### src/rtl/addsub_pkg.sv
// Shared types and op decoding for the pipelined adder/subtractor.
// ADDSUB_SAT_EN enables the signed saturating ADDS/SUBS op codes.
package addsub_pkg;

    typedef enum logic [2:0] {
        OP_ADD  = 3'b000,
        OP_SUB  = 3'b001,
        OP_SLT  = 3'b010,
        OP_SLTU = 3'b011,
        OP_ADDS = 3'b100,
        OP_SUBS = 3'b101
    } op_e;

    typedef struct packed {
        logic cout;
        logic ovf;
        logic zero;
        logic neg;
    } flags_t;

    function automatic op_e decode_op(input logic [2:0] code);
        op_e o;
        case (code)
            3'b000:  o = OP_ADD;
            3'b001:  o = OP_SUB;
            3'b010:  o = OP_SLT;
            3'b011:  o = OP_SLTU;
`ifdef ADDSUB_SAT_EN
            3'b100:  o = OP_ADDS;
            3'b101:  o = OP_SUBS;
            default: o = OP_ADD;
`else
            default: o = code[0] ? OP_SUB : OP_ADD;
`endif
        endcase
        return o;
    endfunction

    // Subtract-class ops invert B and inject a carry of 1 into segment 0.
    function automatic logic seg_carry_in(input op_e o);
        return (o == OP_SUB) || (o == OP_SLT) || (o == OP_SLTU) || (o == OP_SUBS);
    endfunction

endpackage

### src/rtl/addsub_if.sv
// Operand/result handshake bundle for addsub_pipe.
// slave = the arithmetic block, master = whoever feeds and drains it.
interface addsub_if #(
    parameter int WIDTH = 32
);
    logic             in_valid;
    logic             in_ready;
    logic [WIDTH-1:0] reg1;
    logic [WIDTH-1:0] reg2;
    logic [2:0]       op;
    logic             out_valid;
    logic             out_ready;
    logic [WIDTH-1:0] result;
    logic             cout;
    logic             ovf;
    logic             zero;
    logic             neg;

    modport master (
        output in_valid, reg1, reg2, op, out_ready,
        input  in_ready, out_valid, result, cout, ovf, zero, neg
    );

    modport slave (
        input  in_valid, reg1, reg2, op, out_ready,
        output in_ready, out_valid, result, cout, ovf, zero, neg
    );
endinterface

### src/rtl/addsub_seg.sv
// One carry-chain segment: SW-bit add with carry in and carry out.
// Purely combinational; registering is done by the enclosing pipeline.
module addsub_seg #(
    parameter int SW = 16
) (
    input  logic [SW-1:0] a,
    input  logic [SW-1:0] b,
    input  logic          ci,
    output logic [SW-1:0] sum,
    output logic          co
);
    assign {co, sum} = {1'b0, a} + {1'b0, b} + {{SW{1'b0}}, ci};
endmodule

### src/rtl/addsub_pipe.sv
// Pipelined add/sub/compare, carry chain split into STAGES registered segments.
// Latency STAGES cycles, 1/cycle; global stall: all stages hold while out_valid && !out_ready.
// Optional ADDSUB_SAT_EN: signed saturating ADDS/SUBS.
module addsub_pipe
    import addsub_pkg::*;
#(
    parameter int WIDTH  = 32,
    parameter int STAGES = 2
) (
    input  logic      clk,
    input  logic      rst,
    addsub_if.slave   bus
);
    localparam int SW = WIDTH / STAGES;
    localparam int L  = STAGES - 1;

    // a/b ride along with the not-yet-added high bits; sum collects finished low bits.
    typedef struct packed {
        logic             vld;
        op_e              op;
        logic [WIDTH-1:0] a;
        logic [WIDTH-1:0] b;
        logic [WIDTH-1:0] sum;
        logic             c;
        flags_t           f;
    } stage_t;

    stage_t st_q [STAGES];
    stage_t st_d [STAGES];
    stage_t src  [STAGES];

    logic [STAGES-1:0][SW-1:0] seg_sum;
    logic [STAGES-1:0]         seg_co;
    logic                      adv;
    op_e                       in_op;
    logic                      a_msb;
    logic                      b_msb;
    logic                      s_msb;
    logic                      ovf_raw;
    logic [WIDTH-1:0]          res;

    assign adv   = !st_q[L].vld || bus.out_ready;
    assign in_op = decode_op(bus.op);

    always_comb begin
        src[0].vld = bus.in_valid;
        src[0].op  = in_op;
        src[0].a   = bus.reg1;
        src[0].b   = seg_carry_in(in_op) ? ~bus.reg2 : bus.reg2;
        src[0].sum = '0;
        src[0].c   = seg_carry_in(in_op);
        src[0].f   = '0;
        for (int k = 1; k < STAGES; k++) begin
            src[k] = st_q[k-1];
        end
    end

    for (genvar g = 0; g < STAGES; g++) begin : g_seg
        addsub_seg #(.SW(SW)) u_seg (
            .a   (src[g].a[g*SW +: SW]),
            .b   (src[g].b[g*SW +: SW]),
            .ci  (src[g].c),
            .sum (seg_sum[g]),
            .co  (seg_co[g])
        );
    end

    always_comb begin
        for (int k = 0; k < STAGES; k++) begin
            st_d[k]                   = src[k];
            st_d[k].sum[k*SW +: SW]   = seg_sum[k];
            st_d[k].c                 = seg_co[k];
        end

        // The last stage resolves the final result and flags before registering them.
        a_msb   = src[L].a[WIDTH-1];
        b_msb   = src[L].b[WIDTH-1];
        s_msb   = st_d[L].sum[WIDTH-1];
        ovf_raw = (a_msb == b_msb) && (s_msb != a_msb);
        res     = st_d[L].sum;
        case (src[L].op)
            OP_SLT: begin
                res    = '0;
                res[0] = s_msb ^ ovf_raw;
            end
            OP_SLTU: begin
                res    = '0;
                res[0] = ~seg_co[L];
            end
`ifdef ADDSUB_SAT_EN
            OP_ADDS, OP_SUBS: begin
                if (ovf_raw) begin
                    res          = a_msb ? '0 : '1;
                    res[WIDTH-1] = a_msb;
                end
            end
`endif
            default: ;
        endcase
        st_d[L].sum    = res;
        st_d[L].f.cout = seg_co[L];
        st_d[L].f.ovf  = ovf_raw;
        st_d[L].f.zero = (res == '0);
        st_d[L].f.neg  = res[WIDTH-1];
    end

    always_ff @(posedge clk or posedge rst) begin
        if (rst) begin
            for (int k = 0; k < STAGES; k++) begin
                st_q[k] <= '0;
            end
        end else if (adv) begin
            for (int k = 0; k < STAGES; k++) begin
                st_q[k] <= st_d[k];
            end
        end
    end

    assign bus.in_ready  = adv;
    assign bus.out_valid = st_q[L].vld;
    assign bus.result    = st_q[L].sum;
    assign bus.cout      = st_q[L].f.cout;
    assign bus.ovf       = st_q[L].f.ovf;
    assign bus.zero      = st_q[L].f.zero;
    assign bus.neg       = st_q[L].f.neg;

endmodule
### src/flat_wrapper.sv
// flat-port wrapper written by rule: the top's interface ports become plain ports
module addsub_pipe_flat import addsub_pkg::*;
#(
    parameter int WIDTH  = 32,
    parameter int STAGES = 2
)
  (clk, rst, bus_in_valid, bus_reg1, bus_reg2, bus_op, bus_out_ready, bus_in_ready, bus_out_valid, bus_result, bus_cout, bus_ovf, bus_zero, bus_neg);
  addsub_if #(.WIDTH(WIDTH)) bus_i ();
  input  logic clk;
  input  logic rst;
  input wire logic [$bits(bus_i.in_valid)-1:0] bus_in_valid;
  input wire logic [$bits(bus_i.reg1)-1:0] bus_reg1;
  input wire logic [$bits(bus_i.reg2)-1:0] bus_reg2;
  input wire logic [$bits(bus_i.op)-1:0] bus_op;
  input wire logic [$bits(bus_i.out_ready)-1:0] bus_out_ready;
  output wire logic [$bits(bus_i.in_ready)-1:0] bus_in_ready;
  output wire logic [$bits(bus_i.out_valid)-1:0] bus_out_valid;
  output wire logic [$bits(bus_i.result)-1:0] bus_result;
  output wire logic [$bits(bus_i.cout)-1:0] bus_cout;
  output wire logic [$bits(bus_i.ovf)-1:0] bus_ovf;
  output wire logic [$bits(bus_i.zero)-1:0] bus_zero;
  output wire logic [$bits(bus_i.neg)-1:0] bus_neg;
  assign bus_i.in_valid = bus_in_valid;
  assign bus_i.reg1 = bus_reg1;
  assign bus_i.reg2 = bus_reg2;
  assign bus_i.op = bus_op;
  assign bus_i.out_ready = bus_out_ready;
  assign bus_in_ready = bus_i.in_ready;
  assign bus_out_valid = bus_i.out_valid;
  assign bus_result = bus_i.result;
  assign bus_cout = bus_i.cout;
  assign bus_ovf = bus_i.ovf;
  assign bus_zero = bus_i.zero;
  assign bus_neg = bus_i.neg;
  addsub_pipe #(.WIDTH(WIDTH), .STAGES(STAGES)) u_core (.clk(clk), .rst(rst), .bus(bus_i));
endmodule
### config.mk
export PLATFORM = sky130hd
export DESIGN_NAME = addsub_pipe_flat
export DESIGN_NICKNAME = d
export VERILOG_FILES = /design/src/rtl/addsub_pkg.sv /design/src/rtl/addsub_if.sv /design/src/rtl/addsub_seg.sv /design/src/rtl/addsub_pipe.sv /design/src/flat_wrapper.sv
export SDC_FILE = /design/constraint.sdc
export NUM_CORES = 1
export LEC_CHECK = 0
export CAP_MARGIN = 20
export CELL_PAD_IN_SITES_DETAIL_PLACEMENT = 1
export CELL_PAD_IN_SITES_GLOBAL_PLACEMENT = 2
export CORE_ASPECT_RATIO = 1.1
export CORE_MARGIN = 2
export CORE_UTILIZATION = 32
export CTS_BUF_LIST = sky130_fd_sc_hd__clkbuf_8
export CTS_CLUSTER_DIAMETER = 120
export DETAILED_ROUTE_END_ITERATION = 10
export PLACE_DENSITY = 0.91
export SETUP_SLACK_MARGIN = 0.1
export SLEW_MARGIN = 20
export SYNTH_ARGS = -nofsm -noshare
export SYNTH_HDL_FRONTEND = slang
export SYNTH_SLANG_ARGS = --single-unit
### constraint.sdc
create_clock -name clk -period 3.69 [get_ports clk]
set_clock_uncertainty 0.15 [all_clocks]
set_input_delay 0.5535 -clock clk [delete_from_list [all_inputs] [get_ports clk]]
set_output_delay 0.5535 -clock clk [all_outputs]
set_load 0.02 [all_outputs]
==> After elaboration in Yosys (flattened, before gate mapping) <==
Cells that the tools add are included.
{ "totals": {"register_bits": 122, "word_cells": 42, "out_inout_bits": 38, "input_bits": 71} }
{ "classes": {"n_addsub": 4, "bitwise_logic": 3, "n_mux": 4, "n_reduce_logical": 8, "eq_ne": 11} }
{ "ops": {"columns": ["cell", "count"], "rows": [
  ["case mux 32 bit (2 select lines)", 1],
  ["adder 16 x 16 -> 17 bit", 2],
  ["adder 17 x 1 -> 17 bit", 2],
  ["zero test 32 bit", 1],
  ["two-way mux 32 bit", 1],
  ["NOT 32 bit", 1],
  ["== test 3 x 2 -> 1 bit, second input constant", 6],
  ["case mux 3 bit (4 select lines)", 1],
  ["== test 3 x 1 -> 1 bit, second input constant", 2],
  ["logical OR 1 bit", 4],
  ["== test 3 bit, second input constant", 1],
  ["zero test 3 bit", 1],
  ["== test 1 bit", 1],
  ["logical AND 1 bit", 1],
  ["zero test 1 bit", 1],
  ["two-way mux 1 bit", 1],
  ["!= test 1 bit", 1],
  ["NOT 1 bit", 1],
  ["XOR 1 bit", 1]
]} }

==> Longest topological paths before layout <==
Gate-level depths: netlist of run 1.
{ "depth": {"word_depth": 9, "depth_mapped": 14, "mapped_depth_nobuf": 12} }

==> By module <==
Synthesis of run 1 repeated with hierarchy kept, for this count alone.
{ "unflattened": {"cells_unflattened": 594, "hier_area_um2": 5280.1} }
{ "modules_own_cells": {"columns": ["module", "seq_area_each_um2", "n_inst", "area_per_inst_um2", "cells_per_inst"], "rows": [
  ["addsub_pipe", 2202.1, 1, 3819.9, 414],
  ["addsub_seg at u_core.g_seg[0].u_seg", 0.0, 1, 733.2, 89],
  ["addsub_seg at u_core.g_seg[1].u_seg", 0.0, 1, 726.9, 91]
]} }

==> Least setup slack after synthesis of run 1 <==
OpenSTA, ideal clock, no wires.
{ "synth_path": {"path_type": "in2reg", "startpoint": "input port bus_op[2]", "endpoint": "register u_core.st_q (netlist bit u_core.src[18])", "arrival_ns": 3.262, "path_buffers": 2, "required_ns": 3.399, "setup_time_ns": 0.141, "path_slack_ns": 0.137, "cell_stages": 14, "cell_sequence": "nand2b_1 > nor2b_1 > clkbuf_1 > clkbuf_1 > xnor2_1 > ha_1 > nand2_1 > a221oi_1 > a211oi_1 > o211ai_1 > and2_1 > a211oi_1 > mux2i_1 > a31oi_1"} }
{ "synth_via": {"elab_chain_len": 9, "word_cells_on_any_way": 15, "cone_classes": "add/sub (2); eq/ne (7); mux (2); reduce/logical (4)"} }
{ "synth_rtl": {"columns": ["item", "line_no", "rtl"], "rows": [
  ["start, declared", "flat_wrapper.sv:14", "input wire logic [$bits(bus_i.op)-1:0] bus_op;"],
  ["== test 3 x 2 -> 1 bit, or another cell as far along", "addsub_pkg.sv:23", "case (code)"],
  ["case mux 3 bit (4 select lines) (*)", "addsub_pkg.sv:23", null],
  ["== test 3 x 1 -> 1 bit / == test 3 x 2 -> 1 bit (equally long branches)", "addsub_pkg.sv:41", "return (o == OP_SUB) || (o == OP_SLT) || (o == OP_SLTU) || (o == OP_SUBS);"],
  ["logical OR 1 bit (2 in series)", "addsub_pkg.sv:41", null],
  ["logical OR 1 bit (*)", "addsub_pkg.sv:41", null],
  ["two-way mux 32 bit", "addsub_pipe.sv:49", "src[0].b = seg_carry_in(in_op) ? ~bus.reg2 : bus.reg2;"],
  ["adder 16 x 16 -> 17 bit", "addsub_seg.sv:12", "assign {co, sum} = {1'b0, a} + {1'b0, b} + {{SW{1'b0}}, ci};"],
  ["adder 17 x 1 -> 17 bit (*)", "addsub_seg.sv:12", null],
  ["end signal, assigned by index", "addsub_pipe.sv:114", "st_q[k] <= st_d[k];"],
  ["end, declared", "addsub_pipe.sv:28", "stage_t st_q [STAGES];"]
]} }
Mark *: on every way between the ends. The rest lies on a longest branch, timed or not.
A chain may end at the register's enable or synchronous reset.

==> Worst setup path after layout of run 1 <==
{ "layout_path": {"startpoint": "input port bus_op[2]", "endpoint": "register u_core.st_q (netlist bit u_core.src[4])"} }
Same word-level chain as after synthesis.

==> metrics.md, run 1 <==
| Metric | Value |
|---|---|
| DR vias | 4404 |
| Setup-failing EPs final | 0 |
| Multi-input gate area | 2770 µm² |
| Crit path kind | in2reg |
| Area contributors post-synth | dfrtp_1, nand2_1, ha_1, xnor2_1, xor2_1 |
| Dominant cell type by area after synthesis | dfrtp_1 |
| FF+latch count, synth | 88 |
| Die ar. | 17000 µm² |
| Root Driver | clkbuf_8 |
| Area growth, synth to finish | 30.9% |
| DRT iter0 DRCs | 243 |
| Status | complete, no violations |
| Vias per cell | 5.07 |
| DR WL/cell | 16.5 µm |
| Final Hold Vio Count | 0 |
| Fillers | 1799 |
| Number of buffers created by CTS | 9 |
| Finished Layout Cells | 869 |
| Part of the cycle the worst path needs | 0.922 |
| Layout cells sized above 1 | 0.0553 |
| Remaining Overflow, GRT | 0 |
| Critical path arrival | 3.51 ns |
| Vias in the first global route | 4685 |
| Synth cell types | 51 |
| First-pass DRT Iterations | 5 |
| Routed wire length | 14.3 mm |
| Max clock buf depth | 2 |
| Pwr dens | 595 nW/µm² |
| Ys flop type | dfrtp_1 |
| TritonCTS clock tree | yes |
| Core Region | 15700 µm² |
| Syn Inst Count | 561 |
| # diodes | 0 |
| Largest net degree at the start of global routing | 57 |
| Final setup margin | 0.290 ns |
| # H-tree levels | 3 |
| Hold-fix buffer count after cts | 0 |
| Total GRT Usage | 0.172 |
| Leakage | 2.94 nW |
| Antenna Nets Post-Route | 0 |
| Rows | 48 |
| Yosys top cell area share | 0.431 |
| Fin nets | 768 |
| Worst skew pair latency | 0.38 ns |
| DP Area | 6460 µm² |
| Post-CTS sizing | 0 |
| Initial antenna violation count | 0 |
| Die height | 137 µm |
| Syn nets | 665 |
| Post CTS Setup Buffer Count | 0 |
| Post-Place Cells | 853 |
| CP endpoint kind | flip-flop |
| Number of remaining DRC errors | 0 |
| Fmax | 0.294 GHz |
| RSZ-0062 raised after global routing | false |
| Max Cap Viol | 0 |
| Slew margin rel. | 0.452 |
| HP Class | reg2reg |
| Register area share after synthesis | 0.431 |
| Placed wire-length estimate | 11.2 mm |
| Worst-path fanout max | 18 |
| Number of synthesized flops with an enable pin | 0 |
| Gp weighted congestion | 0.894 |
| Worst VDD drop | 0.213 mV |
| Port bufs | 108 |
| Initial core utilization | 0.326 |
| First-pass GRT wire length | 23.4 mm |
| Least-Margin Pin Slew | 0.822 ns |
| Netlist Area Pre-Place | 5110 µm² |
| Slew Viols, Final | 0 |
| Post-placement setup slack | -0.138 ns |
| Yosys warns | 0 |
| Syn Area/Cell | 9.10 µm² |
| CP required | 3.80 ns |
| Critical path launch point type | input port |
| # IOs | 109 |
| Asr flop ratio synth | 1.00 |
| Register Area | 2200 µm² |
| Min cycle time layout | 3.40 ns |
| Clock Sinks | 88 |
| Design area | 6690 µm² |
| Die width | 124 µm |
| Clock-pin slew on the worst setup and hold paths | 0.09 ns |
[layout make-up]
class / instances / share of cell area
multi-input combinational: 434 / 0.414
sequential: 88 / 0.329
timing repair buffer: 120 / 0.179
tap: 200 / 0.0374
clock buffer: 9 / 0.0185
clock inverter: 7 / 0.0152
inverter: 11 / 0.00636
[logic make-up (layout without fill, tap and decap cells)]
logic type      count (synthesis)  count (layout)  synth area share
xor+xnor                       57              57            0.0977
compound gates                124             124             0.160
buf+inv                        39             147            0.0294
flops                          88              88             0.431
fa+ha+maj                      33              33            0.0853
mux                             2               2           0.00416
simple gates                  218             218             0.192
[path summary, 6_finish.rpt]
path                                 startpoint                    end  slack [ns]  depth (start not counted)
min in group asynchronous                   rst  u_core.bus.result[10]        0.47                          2
worst min-delay path            u_core.src[104]   u_core.bus.out_valid        0.32                          1
worst min register to register  u_core.src[104]   u_core.bus.out_valid        0.32                          1
worst max-delay path                  bus_op[2]          u_core.src[4]        0.29                         13
max in group asynchronous                   rst   u_core.bus.result[5]        2.19                          3
worst max register to register   u_core.src[85]        u_core.bus.zero        0.55                         11
[cell usage after synthesis, drive strengths merged (2+ instances only)]
cell type    n
a31oi        6
ha          30
xnor2       32
a211oi       6
fa           3
or4          2
a311oi       2
nor2b        6
a2111oi      2
nand3b      17
and2         4
nand4        3
nor3         7
clkbuf      22
o31ai       10
a221oi       2
a22o         6
nand2b       5
o211ai       2
o21ai       22
or3          3
inv         11
nor4         4
nand2      116
dfrtp       88
o21a         2
xor2        25
and3         5
o21bai       7
a21oi       41
buf          6
a21o         8
nor2        43
[cell usage in the layout (no fill, tap or decap), types with 3 or more instances in the layout]
cell and instances:
a211oi_1 5, a21o_1 8, a21oi_1 41, a22o_1 6, a31oi_1 6, and2_1 4, and3_1 5, buf_4 10
clkbuf_8 9, clkdlybuf4s50_1 108, dfrtp_1 88, fa_1 3, ha_1 30, inv_1 9, inv_6 3, nand2_1 116
nand2b_1 5, nand3b_1 17, nand4_1 3, nor2_1 43, nor2b_1 4, nor3_1 7, nor4_1 4, o21ai_0 14
o21ai_1 8, o21bai_1 7, o31ai_1 9, or3_1 3, xnor2_1 32, xor2_1 25
[per-layer routing]
| layer | part of all wire | track usage | wire (µm) | vias up |
|---|---|---|---|---|
| met5 | 0 | 0 | 0 | - |
| met4 | 0.019 | 0.0543 | 276 | 0 |
| met3 | 0.030 | 0.0313 | 437 | 21 |
| met2 | 0.49 | 0.298 | 7100 | 85 |
| met1 | 0.46 | 0.220 | 6530 | 2162 |
| li1 | - | - | - | 2136 |
[power by group]
group	switching [mW]	internal (mW)
sequential	0.199	1.23
combinational	0.959	0.815
clock	0.385	0.388
[through the flow]
step	hold slack, ns	power [mW]	util	TNS (ns)
detailed placement	0.303	3.22	0.412	-0.138
global placement	0.292	3.15	0.412	0
CTS	0.324	4.01	0.427	0
global route	0.338	4.25	0.427	0
floorplan	0.280	2.49	-	0
finish	0.320	3.98	0.427	0
[registers in the layout, summed over array words and instances (netlist names)]
| register | count |
|---|---|
| u_core.a_msb | 1 |
| u_core.b_msb | 1 |
| u_core.bus.cout | 1 |
| u_core.bus.out_valid | 1 |
| u_core.bus.ovf | 1 |
| u_core.bus.result | 32 |
| u_core.bus.zero | 1 |
| u_core.src | 50 |
[worst max-delay path: stages]
cell and delay (ns):
clkdlybuf4s50_1 0.44, nand2b_1 0.16, nor2b_4 0.25, buf_12 0.20, xnor2_1 0.15, ha_1 0.27, a21oi_1 0.20, o21ai_1 0.11
or3_1 0.34, a31oi_1 0.18, o21bai_1 0.13, a2111oi_0 0.42, nor3_1 0.10
(Power assumes the default switching activity.)
==> run 2, diff against run 1 <==
- CORE_UTILIZATION: 32 -> 40
- DONT_BUFFER_PORTS: unset -> 1
- PLACE_DENSITY: 0.91 -> 0.9
==> run 2 against run 1 <==
Design area fell by 18%. Highest routed layer unchanged. Combinational power decreased by 34%. Cell count fell by 18%. Power fell by 12%. Clock power fell by 13%. Hold slack got worse by 0.18 ns. Critical path depth is 2 lower. Die area decreased by 19%. Sequential share of layout area up 7.1 points. Non-clock buffer count fell by 109. Via count decreased by 12%. Global-route usage increased by 2.8 points.
==> metrics.md, run 2 (same netlist as run 1, synthesis figures left out) <==
| Metric | Value |
|---|---|
| Status | complete, no violations |
| Crit path kind | reg2reg |
| Slew margin rel. | 0.335 |
| Hold-fix buffer count after cts | 1 |
| Worst skew pair latency | 0.38 ns |
| Largest net degree at the start of global routing | 55 |
| CP Depth | 11 |
| CP required | 3.83 ns |
| TritonCTS clock tree | yes |
| Max clock buf depth | 2 |
| Part of the cycle the worst path needs | 0.872 |
| Remaining Overflow, GRT | 0 |
| Slowest cell on the critical path | or4_1 |
| Slew Viols, Final | 0 |
| Fin nets | 659 |
| Fillers | 1480 |
| Critical path launch point type | flip-flop |
| Layout cells sized above 1 | 0.0572 |
| Antenna Nets Post-Route | 0 |
| Fmax | 0.311 GHz |
| # diodes | 0 |
| CP endpoint kind | flip-flop |
| Core Region | 12500 µm² |
| CP dominant cell by count | fa_1 |
| Worst VDD drop | 0.283 mV |
| Post-placement setup slack | 0.155 ns |
| Final total power | 3.48 mW |
| Number of flip-flops in the largest register | 50 |
| Gp weighted congestion | 0.857 |
| DRT iter0 DRCs | 163 |
| # H-tree levels | 3 |
| # IOs | 109 |
| Buf/Inv on CP | 1 |
| Leakage | 2.51 nW |
| Root Driver | clkbuf_8 |
| Die width | 112 µm |
| RSZ-0062 raised after global routing | false |
| Critical path's largest stage delay | 0.48 ns |
| Final setup margin | 0.473 ns |
| Worst Hold Depth | 2 |
| Max Cap Viol | 0 |
| Worst R2R Path Depth | 11 |
| DR WL/cell | 18.3 µm |
| Post CTS Setup Buffer Count | 0 |
| HP Class | in2reg |
| First-pass DRT Iterations | 4 |
| Final Hold Vio Count | 0 |
| DR vias | 3895 |
| Delay-heaviest family, CP | compound AO/OA/AOI/OAI gates |
| Least-Margin Pin Slew | 0.996 ns |
| Setup-failing EPs final | 0 |
| Vias in the first global route | 4136 |
| Clock-pin slew on the worst setup and hold paths | 0.09 ns |
| Rows | 43 |
| Number of buffers created by CTS | 9 |
| Port bufs | 0 |
| Area growth, synth to finish | 7.62% |
| Final Core Density | 0.438 |
| Clock Sinks | 88 |
| Vias per cell | 5.44 |
| Number of remaining DRC errors | 0 |
| Commonest non-fill, non-tap cell in the layout | nand2_1 |
| Commonest cells after routing, fill and taps aside | nand2_1, dfrtp_1, nor2_1 |
| CP Cell Sequence | fa_1 -> inv_1 -> fa_1 -> nor2b_1 -> o2111ai_1 -> nand3b_1 -> a31oi_1 -> xor2_1 -> a32oi_1 -> or4_1 -> o31ai_2 |
| Die ar. | 13700 µm² |
| Initial core utilization | 0.407 |
| Routed wire length | 13.1 mm |
| Post-CTS sizing | 0 |
| Total GRT Usage | 0.200 |
| Min cycle time layout | 3.22 ns |
| Initial antenna violation count | 0 |
| Die height | 123 µm |
| First-pass GRT wire length | 21.6 mm |
| Critical path arrival | 3.35 ns |
| Setup TNS | 0 ns |
| Placed wire-length estimate | 10.1 mm |
| Pwr dens | 634 nW/µm² |
| Worst-path fanout max | 2 |
## run 2: cell count changes in the layout (fill, tap and decap cells not counted)
cell | previous run | this run
inv_1 | 9 | 11
buf_12 | 2 | 1
clkbuf_8 | 9 | 10
dlygate4sd3_1 | 0 | 1
clkinv_2 | 1 | 2
bufinv_16 | 2 | 1
inv_6 | 3 | 0
clkinvlp_4 | 2 | 1
buf_4 | 10 | 9
clkdlybuf4s50_1 | 108 | 0
## run 2: cell type report
cell class,count,area (µm²),share of cell area
Multi-Input combinational cell,434,2770,0.504
Sequential cell,88,2200,0.401
Tap cell,157,196,0.0357
Clock buffer,10,138,0.0250
Timing Repair Buffer,11,97.6,0.0178
Clock inverter,5,50.0,0.00911
Inverter,11,42.5,0.00774
## run 2: final timing paths
path / to / slack, ns / startpoint
worst max-delay path: u_core.bus.zero / 0.47 / u_core.src[85]
worst min-delay path: u_core.src[85] / 0.14 / bus_reg1[16]
worst max register to register: u_core.bus.zero / 0.47 / u_core.src[85]
worst min register to register: u_core.bus.out_valid / 0.32 / u_core.src[104]
max in group asynchronous: u_core.src[55] / 2.15 / rst
min in group asynchronous: u_core.bus.result[8] / 0.54 / rst
## run 2: per-layer routing
metal,part of all wire,wire length (µm),global-route usage
met1,0.48,6360,0.276
met2,0.45,5850,0.309
met3,0.051,664,0.0479
met4,0.019,255,0.0733
met5,0,0,0
## run 2: metrics by stage
step                hold WS [ns]  area [µm²]  instances
finish                     0.138        5500        716
global route               0.137        5500        716
CTS                        0.122        5500        716
detailed placement         0.303        5300        700
global placement           0.291        5300        700
floorplan                  0.280        5110        561
## run 2: power by group
part           switching (mW)  internal, mW  total, mW
sequential              0.419          1.23       1.65
combinational           0.673         0.488       1.16
clock                   0.350         0.322      0.672
==> run 3, diff against run 2 <==
==> constraint.sdc (replaced) <==
create_clock -name clk -period 3.69 [get_ports clk]
set_clock_uncertainty 0.15 [all_clocks]
set_input_delay 0.369 -clock clk [delete_from_list [all_inputs] [get_ports clk]]
set_output_delay 0.369 -clock clk [all_outputs]
set_load 0.02 [all_outputs]
==> run 3 against run 2 <==
Clock power increased by 12%. First-iteration DRC count increased by 31%. Non-clock buffer count increased by 17. Die area unchanged. Count of clock-buffer cells in the layout increased by 1. Setup slack improved by 0.068 ns. Highest routed layer unchanged.
==> metrics.md, run 3 (same netlist as run 1, synthesis figures left out) <==
| Metric | Value |
|---|---|
| Part of the cycle the worst path needs | 0.853 |
| Die height | 123 µm |
| Worst skew pair latency | 0.36 ns |
| Clock-pin slew on the worst setup and hold paths | 0.09 ns |
| Critical path arrival | 3.28 ns |
| # H-tree levels | 3 |
| Final total power | 3.59 mW |
| Status | complete, no violations |
| R2R setup slack | 0.54 ns |
| CP Cell Sequence | fa_1 -> inv_1 -> fa_1 -> nor2b_1 -> o2111ai_1 -> nand4_1 -> a31o_2 -> a21oi_1 -> xor2_1 -> a31oi_1 -> o31ai_2 |
| HP Start | bus_op[0] |
| Max clock buf depth | 2 |
| Max Cap Viol | 0 |
| Worst VDD drop | 0.272 mV |
| Setup-failing EPs final | 0 |
| Vias per cell | 5.50 |
| Number of remaining DRC errors | 0 |
| Commonest cells after routing, fill and taps aside | nand2_1, dfrtp_1, nor2_1 |
| Fillers | 1472 |
| Pwr dens | 632 nW/µm² |
| Initial core utilization | 0.407 |
| CP endpoint kind | flip-flop |
| Critical path's largest stage delay | 0.46 ns |
| Post-Place Cells | 700 |
| DP Area | 5290 µm² |
| Die width | 112 µm |
| Fin nets | 676 |
| Design area | 5690 µm² |
| DRT iter0 DRCs | 213 |
| Worst R2R Path Depth | 11 |
| Final Hold Vio Count | 0 |
| Commonest non-fill, non-tap cell in the layout | nand2_1 |
| Leakage | 2.59 nW |
| Total GRT Usage | 0.202 |
| Min cycle time layout | 3.15 ns |
| Initial antenna violation count | 0 |
| CP required | 3.82 ns |
| Gp weighted congestion | 0.874 |
| Worst hold slack | 0.0390 ns |
| Worst-path fanout max | 4 |
| Layout cells sized above 1 | 0.0573 |
| Rows | 43 |
| Remaining Overflow, GRT | 0 |
| HP Class | in2reg |
| Vias in the first global route | 4321 |
| Slew margin rel. | 0.435 |
| DR WL/cell | 18.3 µm |
| TritonCTS clock tree | yes |
| Final Core Density | 0.454 |
| Crit path kind | reg2reg |
| # IOs | 109 |
| Core Region | 12500 µm² |
| Fmax | 0.318 GHz |
| DR vias | 4028 |
| Root Driver | clkbuf_8 |
| # diodes | 0 |
| Routed wire length | 13.4 mm |
| Finished Layout Cells | 733 |
| Die ar. | 13700 µm² |
| Hold-fix buffer count after cts | 18 |
| Antenna Nets Post-Route | 0 |
| Worst Hold Depth | 2 |
| Critical path launch point type | flip-flop |
| Worst R2R End | u_core.bus.zero |
| Hold path endpoint | u_core.src[101] |
| Setup TNS | 0 ns |
| Slew Viols, Final | 0 |
| Post CTS Setup Buffer Count | 0 |
| Final setup margin | 0.541 ns |
| First-pass DRT Iterations | 4 |
| Slowest cell on the critical path | fa_1 |
| RSZ-0062 raised after global routing | false |
| Post-CTS sizing | 0 |
| Number of buffers created by CTS | 9 |
| Clock Sinks | 88 |
| Least-Margin Pin Slew | 0.846 ns |
| Post-placement setup slack | 0.385 ns |
| Number of flip-flops in the largest register | 50 |
| CP dominant cell by count | fa_1 |
| Port bufs | 0 |
| Placed wire-length estimate | 10.1 mm |
| First-pass GRT wire length | 22.1 mm |
| Area growth, synth to finish | 11.3% |
| Reg-to-Reg Start | u_core.src[85] |
| Largest net degree at the start of global routing | 63 |
[run 3: cell count changes in the layout (fill, tap and decap cells not counted), sizes merged]
| cell | before | now |
|---|---|---|
| dlygate4sd3 | 1 | 18 |
| bufinv | 1 | 2 |
| clkbuf | 10 | 11 |
| clkinvlp | 1 | 0 |
| inv | 12 | 11 |
[run 3: critical path: cells and delay by family (launching register included)]
family | cells | cell delay [ns]
compound gates | 5 | 1.14
fa+ha+maj | 2 | 0.66
flops | 1 | 0.42
simple gates | 2 | 0.33
xor+xnor | 1 | 0.29
buf+inv | 1 | 0.08
[run 3: worst max-delay path by stage]
stage / from / end / slack [ns] / cells after the start
finish: u_core.src[85] / u_core.bus.zero / 0.54 / 11
global route: bus_op[2] / u_core.src[4] / 0.34 / 12
CTS: u_core.src[85] / u_core.bus.zero / 0.56 / 11
detailed placement: bus_op[2] / u_core.src[4] / 0.38 / 12
global placement: bus_op[2] / u_core.src[4] / 0.52 / 12
floorplan: bus_op[2] / u_core.src[18] / 0.32 / 14
[run 3: routing by layer]
metal	share of wire	wire length (µm)	track usage	vias up
met3	0.054	717	0.0519	10
met5	0	0	0	-
li1	-	-	-	1948
met2	0.47	6350	0.334	88
met4	0.010	138	0.0540	0
met1	0.46	6180	0.266	1982
[run 3: final cells by class]
class / count / area (µm²) / share of cell area
Multi-Input combinational cell: 434 / 2770 / 0.487
Clock buffer: 11 / 151 / 0.0266
Timing Repair Buffer: 28 / 255 / 0.0449
Inverter: 11 / 42.5 / 0.00748
Clock inverter: 4 / 68.8 / 0.0121
Sequential cell: 88 / 2200 / 0.387
Tap cell: 157 / 196 / 0.0345
[run 3: power by group]
| part | total [mW] | leakage [nW] | switching (mW) | internal (mW) |
|---|---|---|---|---|
| Sequential | 1.66 | 1.05 | 0.426 | 1.23 |
| Combinational | 1.18 | 1.42 | 0.685 | 0.498 |
| Clock | 0.754 | 0.117 | 0.343 | 0.412 |
| Total | 3.59 | 2.59 | 1.45 | 2.14 |
